<file path="src/rtl/feedback_scorer.sv">
// feedback_scorer: multi-cycle Mastermind black/white scorer with win and game-over flags
module feedback_scorer #(
  parameter int NPEGS   = 4,
  parameter int NCOLORS = 8
) (
  input  logic       clk,
  input  logic       reset,
  input  logic       start,
  input  logic [2:0] guess3,
  input  logic [2:0] guess2,
  input  logic [2:0] guess1,
  input  logic [2:0] guess0,
  input  logic [2:0] secret3,
  input  logic [2:0] secret2,
  input  logic [2:0] secret1,
  input  logic [2:0] secret0,
  input  logic       last_turn,
  output logic       busy,
  output logic       done,
  output logic [2:0] black,
  output logic [2:0] white,
  output logic       win,
  output logic       game_over
);
  typedef enum logic [1:0] {IDLE, EXACT, COLOR, REPORT} state_t;
  state_t state, state_nxt;
  logic [NPEGS-1:0][2:0] g_q, s_q;
  logic [NPEGS-1:0] g_used, s_used;
  logic [1:0] idx;
  logic [2:0] col, black_acc, white_acc, gc, sc, wmin;
  logic lt_q, hit;
  // next-state sequencing through the exact pass and the colour pass
  always_comb begin
    state_nxt = state == IDLE  ? (start ? EXACT : IDLE) :
                state == EXACT ? (idx == 2'd3 ? COLOR : EXACT) :
                state == COLOR ? (col == 3'(NCOLORS - 1) ? REPORT : COLOR) : IDLE;
  end
  // per-cycle match terms: exact hit at idx, and unused-peg counts of colour col
  always_comb begin
    hit = g_q[idx] == s_q[idx];
    gc = '0;
    sc = '0;
    for (int i = 0; i < NPEGS; i++) begin
      gc = gc + 3'(!g_used[i] && g_q[i] == col);
      sc = sc + 3'(!s_used[i] && s_q[i] == col);
    end
    wmin = gc < sc ? gc : sc;
  end
  // state register, operand capture, accumulators and result registers
  always_ff @(posedge clk or posedge reset) begin
    if (reset) begin
      state     <= IDLE;
      g_q       <= '0;
      s_q       <= '0;
      g_used    <= '0;
      s_used    <= '0;
      idx       <= '0;
      col       <= '0;
      black_acc <= '0;
      white_acc <= '0;
      lt_q      <= 1'b0;
      busy      <= 1'b0;
      done      <= 1'b0;
      black     <= '0;
      white     <= '0;
      win       <= 1'b0;
      game_over <= 1'b0;
    end else begin
      state <= state_nxt;
      case (state)
        IDLE: begin
          done <= 1'b0;
          if (start) begin
            g_q       <= {guess3, guess2, guess1, guess0};
            s_q       <= {secret3, secret2, secret1, secret0};
            lt_q      <= last_turn;
            g_used    <= '0;
            s_used    <= '0;
            black_acc <= '0;
            white_acc <= '0;
            idx       <= '0;
            busy      <= 1'b1;
          end
        end
        EXACT: begin
          if (hit) begin
            black_acc   <= black_acc + 3'd1;
            g_used[idx] <= 1'b1;
            s_used[idx] <= 1'b1;
          end
          idx <= idx + 2'd1;
          col <= '0;
        end
        COLOR: begin
          white_acc <= white_acc + wmin;
          col       <= col + 3'd1;
        end
        default: begin
          black     <= black_acc;
          white     <= white_acc;
          win       <= black_acc == 3'(NPEGS);
          game_over <= black_acc == 3'(NPEGS) || lt_q;
          done      <= 1'b1;
          busy      <= 1'b0;
        end
      endcase
    end
  end
endmodule

</file>
<file path="config.mk">
export PLATFORM = sky130hd
export DESIGN_NAME = feedback_scorer
export DESIGN_NICKNAME = d
export VERILOG_FILES = /design/src/rtl/feedback_scorer.sv
export SDC_FILE = /design/constraint.sdc
export NUM_CORES = 1
export LEC_CHECK = 0
export BUFFER_PORTS_ARGS = -buffer_cell sky130_fd_sc_hd__buf_2
export CORE_MARGIN = 1
export CORE_UTILIZATION = 40
export DETAILED_ROUTE_END_ITERATION = 8
export PLACE_DENSITY = 0.61
export SYNTH_ARGS = -nofsm -noshare
export SYNTH_HDL_FRONTEND = slang
export SYNTH_SLANG_ARGS = --single-unit
</file>
<file path="constraint.sdc">
create_clock -name clk -period 14.98 [get_ports clk]
set_clock_uncertainty 0.05 [all_clocks]
set_input_delay 1.498 -clock clk [delete_from_list [all_inputs] [get_ports clk]]
set_output_delay 1.498 -clock clk [all_outputs]
set_load 0.05 [all_outputs]
</file>
==> impl_table.tex <==
\begin{tabular}{lr}
\hline
Metric & Value \\
\hline
\multicolumn{2}{l}{\textbf{Floorplanning}} \\
\quad Initial Util & between 40 and 50\% \\
\quad Row Count & 31 \\
\quad DIE HEIGHT & between 90 and 100 µm \\
\quad Die outline width & between 90 and 100 µm \\
\quad Ports placed on the boundary & 38 \\
\quad Core footprint & about 7400 µm² \\
\quad Total die area & between 8000 and 9000 µm² \\
\multicolumn{2}{l}{\textbf{Yosys}} \\
\quad Share of synthesized area occupied by flip-flops and latches & a little under half \\
\quad Async SR Flop Fraction & 100\% \\
\quad Number of synthesized register bits & between 50 and 60 \\
\quad Share of the synthesized area in the top cell type & a little under half \\
\quad Main combinational cell family by area after synthesis & multiplexers \\
\quad Count of mapped cells out of synthesis & between 200 and 300 \\
\quad Post-synthesis instance area & between 3000 and 4000 µm² \\
\quad Complex-gate fraction of the synthesized area & between 10\% and 20\% \\
\quad Dominant cells by area after synthesis & sky130\_fd\_sc\_hd\_\_dfrtp\_1, sky130\_fd\_sc\_hd\_\_mux2\_2, sky130\_fd\_sc\_hd\_\_ha\_1, sky130\_fd\_sc\_hd\_\_xor2\_1, sky130\_fd\_sc\_hd\_\_xnor2\_1 \\
\quad Post-synthesis cell type with the largest combined area & sky130\_fd\_sc\_hd\_\_dfrtp\_1 \\
\quad Dominant cell by count in the synthesized netlist & sky130\_fd\_sc\_hd\_\_dfrtp\_1 \\
\quad Synthesized area divided by synthesized cell count & around 12 µm² \\
\quad Warnings, synthesis & 0 \\
\quad Most frequent cells after synthesis & sky130\_fd\_sc\_hd\_\_dfrtp\_1, sky130\_fd\_sc\_hd\_\_mux2\_2, sky130\_fd\_sc\_hd\_\_xor2\_1 \\
\quad Post-Synthesis Net Count & 319 \\
\quad Most used flip-flop cell after synthesis & sky130\_fd\_sc\_hd\_\_dfrtp\_1 \\
\quad Xor and xnor fraction of the mapped netlist area & between 10\% and 20\% \\
\quad Number of unique standard cell types used by synthesis & 33 \\
\quad Simple-gate area share of the yosys netlist & under 10\% \\
\quad Fraction of the mapped netlist area in adder cells & under 10\% \\
\quad Post-synth EDFFs & 0 \\
\quad Share of cell area taken by muxes after synthesis & between 10 and 15\% \\
\multicolumn{2}{l}{\textbf{Global route}} \\
\quad GR Overflow Total & 0 \\
\quad Maximum number of pins on one net before global-route repair & 57 \\
\quad Combined global-route utilization of all metal layers & between 10\% and 20\% \\
\quad Initial antenna violation count & 0 \\
\quad Number of global-route vias before repair & around 2.1k \\
\quad Global-route wire length before repair & between 10000 and 15000 µm \\
\multicolumn{2}{l}{\textbf{Clocking}} \\
\quad TritonCTS clock tree & yes \\
\quad Clk sink count & 56 \\
\quad CTS hold repair buffers & 0 \\
\quad PostCTS Resize Cnt & 0 \\
\quad H-Tree Level Count & 2 \\
\quad Number of clock buffers inserted by TritonCTS & 5 \\
\quad Clock tree root driver cell & sky130\_fd\_sc\_hd\_\_clkbuf\_8 \\
\quad Clock-pin slew on the worst setup and hold paths & roughly 0.10 ns \\
\quad Buffer depth of the longest clock path & 2 \\
\quad Number of setup buffers added after CTS & 0 \\
\quad Clock network latency to the later pin of the worst-skew pair & between 0.3 and 0.4 ns \\
\multicolumn{2}{l}{\textbf{Placed design}} \\
\quad Cell area after placement & about 3400 µm² \\
\quad Count of buffers from port buffering & 37 \\
\quad Final HPWL DP & roughly 4500 µm \\
\quad Final weighted congestion of routability-driven global placement & 0.812 \\
\quad Inst Count DP & $\sim$400 \\
\multicolumn{2}{l}{\textbf{Critical path}} \\
\quad Worst-path cell with the longest stage delay & sky130\_fd\_sc\_hd\_\_dfrtp\_1 \\
\quad Setup crit end kind & flip-flop \\
\quad Required time worst endpoint & around 15 ns \\
\quad Crit path kind & reg -> reg \\
\quad Worst path max stage delay & around 0.55 ns \\
\quad Arrival time of the worst setup path & around 5 ns \\
\quad Worst path cell trace & xor2\_1 > or4\_1 > fa\_1 > inv\_1 > ha\_1 > ha\_1 > inv\_1 > ha\_1 > a21o\_1 > a21oi\_1 > mux2\_2 > ha\_1 > fa\_1 > xnor2\_1 > mux2\_2 > a22o\_1 \\
\quad Worst-path maximum fanout & 10 \\
\quad Dominant cell type by count on the critical path & sky130\_fd\_sc\_hd\_\_ha\_1 \\
\quad Startpoint Class & flip-flop \\
\multicolumn{2}{l}{\textbf{Final layout}} \\
\quad Antenna diode count & 0 \\
\quad Design Area, Final & 3470 µm² \\
\quad Sequential standard cell area & about 1400 µm² \\
\quad Number of fill cells in the layout & approximately 730 \\
\quad Post-layout net count & $\sim$350 \\
\quad Final Instance Count excl. Fillers & 403 \\
\quad Share of layout cells above drive strength 1 & $\sim$28\% \\
\quad Area added between synthesis and finish & 11.7\% \\
\quad Area of combinational cells with multiple inputs & approximately 1600 µm² \\
\multicolumn{2}{l}{\textbf{Drt}} \\
\quad Total DRC errors in the routed layout & 0 \\
\quad Total wire length & about 6100 µm \\
\quad Avg WL per Cell & 15.1 µm \\
\quad Remaining antenna violation count after routing & 0 \\
\quad Number of vias after detailed routing & 2045 \\
\quad Vias per std cell & between 5 and 6 \\
\quad Iter 0 DRT Violations & 81 \\
\quad Pre-Repair DR Iteration Count & 4 \\
\multicolumn{2}{l}{\textbf{Run status}} \\
\quad Result of the run & finished, final reports clean \\
\multicolumn{2}{l}{\textbf{STA}} \\
\quad RSZ-0062 raised after global routing & false \\
\quad Final number of max-transition violations & 0 \\
\quad Slew of the pin with the lowest slew margin & 0.705 ns \\
\quad Period utilization & 32.8\% \\
\quad Setup-violating endpoint count in the final report & 0 \\
\quad Max transition margin & approximately 53\% \\
\quad Setup TNS Final & 0 ns \\
\quad Post-layout min period & just under 5 ns \\
\quad Number of hold-slack violations in the final timing report & 0 \\
\quad Fmax & $\sim$200 MHz \\
\multicolumn{2}{l}{\textbf{Pwr}} \\
\quad Total Power Consumption & approximately 730 µW \\
\quad Worst vdd ir & 0.0845 mV \\
\quad Power density cells & around 210 nW/µm² \\
\quad Leakage power total & around 0.0017 µW \\
\multicolumn{2}{l}{\textbf{Run}} \\
\quad Maxcap violations & 0 \\
\multicolumn{2}{l}{\textbf{Hold path}} \\
\quad Class of the most critical hold timing path & reg -> reg \\
\hline
\end{tabular}
-- critical path, delay by kind of cell (launching register included) --
family                   cells  cell delay (ns)
AO/OA/AOI/OAI                3             0.61
XOR/XNOR                     2             0.42
adder cells (fa/ha/maj)      6             1.84
buffers and inverters        2             0.09
flip-flops                   1             0.55
multiplexers                 2             0.72
AND/OR/NAND/NOR              1             0.55
-- routing by layer --
layer	GRT usage, %	routed length (µm)	part of all wire [%]	vias to the layer above
met1	22.9	2970	49	1002
li1	-	-	-	1008
met3	2.62	125	2.1	10
met2	25.5	2850	47	25
met5	0	0	0	-
met4	6.05	124	2.0	0
-- cell usage in the layout, fill, tap and decap left out, drive strengths merged, types with 7 or more instances in the layout --
cell,instances
nand3,7
buf,39
xnor2,14
xor2,24
inv,18
ha,19
nor2,8
dfrtp,56
a2bb2oi,7
mux2,34
a21oi,10
o21ai,17
-- area by class of cell --
type | instances | area share (%)
Sequential cell | 56 | 40.4
Clock inverter | 3 | 0.541
Multi-Input combinational cell | 183 | 45.8
Timing Repair Buffer | 39 | 5.77
Inverter | 18 | 1.95
Clock buffer | 5 | 1.98
Tap cell | 99 | 3.57
-- worst paths after layout --
path,slack (ns),endpoint,startpoint,cells after the start
setup reg to reg,10.07,white_acc[2],col[1],16
hold reg to reg,0.45,g_used[3],g_used[3],1
setup / recovery,10.07,white_acc[2],col[1],16
min in group asynchronous,1.32,busy,reset,3
hold / removal,0.45,g_used[3],g_used[3],1
max in group asynchronous,13.10,s_q[7],reset,3
-- metrics by stage --
step	hold WS, ns	worst slack [ns]	util, %
6_report	0.452	10.07	47.1
5_1_grt	0.485	9.78	47.1
4_1_cts	0.458	10.06	47.1
3_5_place_dp	0.434	10.08	45.9
3_3_place_gp	0.436	10.17	45.9
2_1_floorplan	0.402	10.18	-
-- flip-flops by register name, summed over array words and instances, names as in the netlist --
name	count
lt_q	1
g_used	4
white	3
state	2
win	1
s_used	4
g_q	12
busy	1
black	3
game_over	1
white_acc	3
s_q	12
col	3
black_acc	3
done	1
idx	2
-- kinds of logic (layout without fill, tap and decap cells) --
kind of cell / after synthesis / in the layout
AO/OA/AOI/OAI: 46 / 46
XOR/XNOR: 38 / 38
adder cells (fa/ha/maj): 22 / 22
buffers and inverters: 30 / 65
flip-flops: 56 / 56
multiplexers: 39 / 39
AND/OR/NAND/NOR: 38 / 38
-- power by group --
| part | internal, µW | switching (µW) |
|---|---|---|
| Clock | 32.8 | 50.3 |
| Combinational | 176 | 194 |
| Sequential | 213 | 68.8 |
| Total | 421 | 313 |
Note: power is estimated with default switching activity, not from simulation.
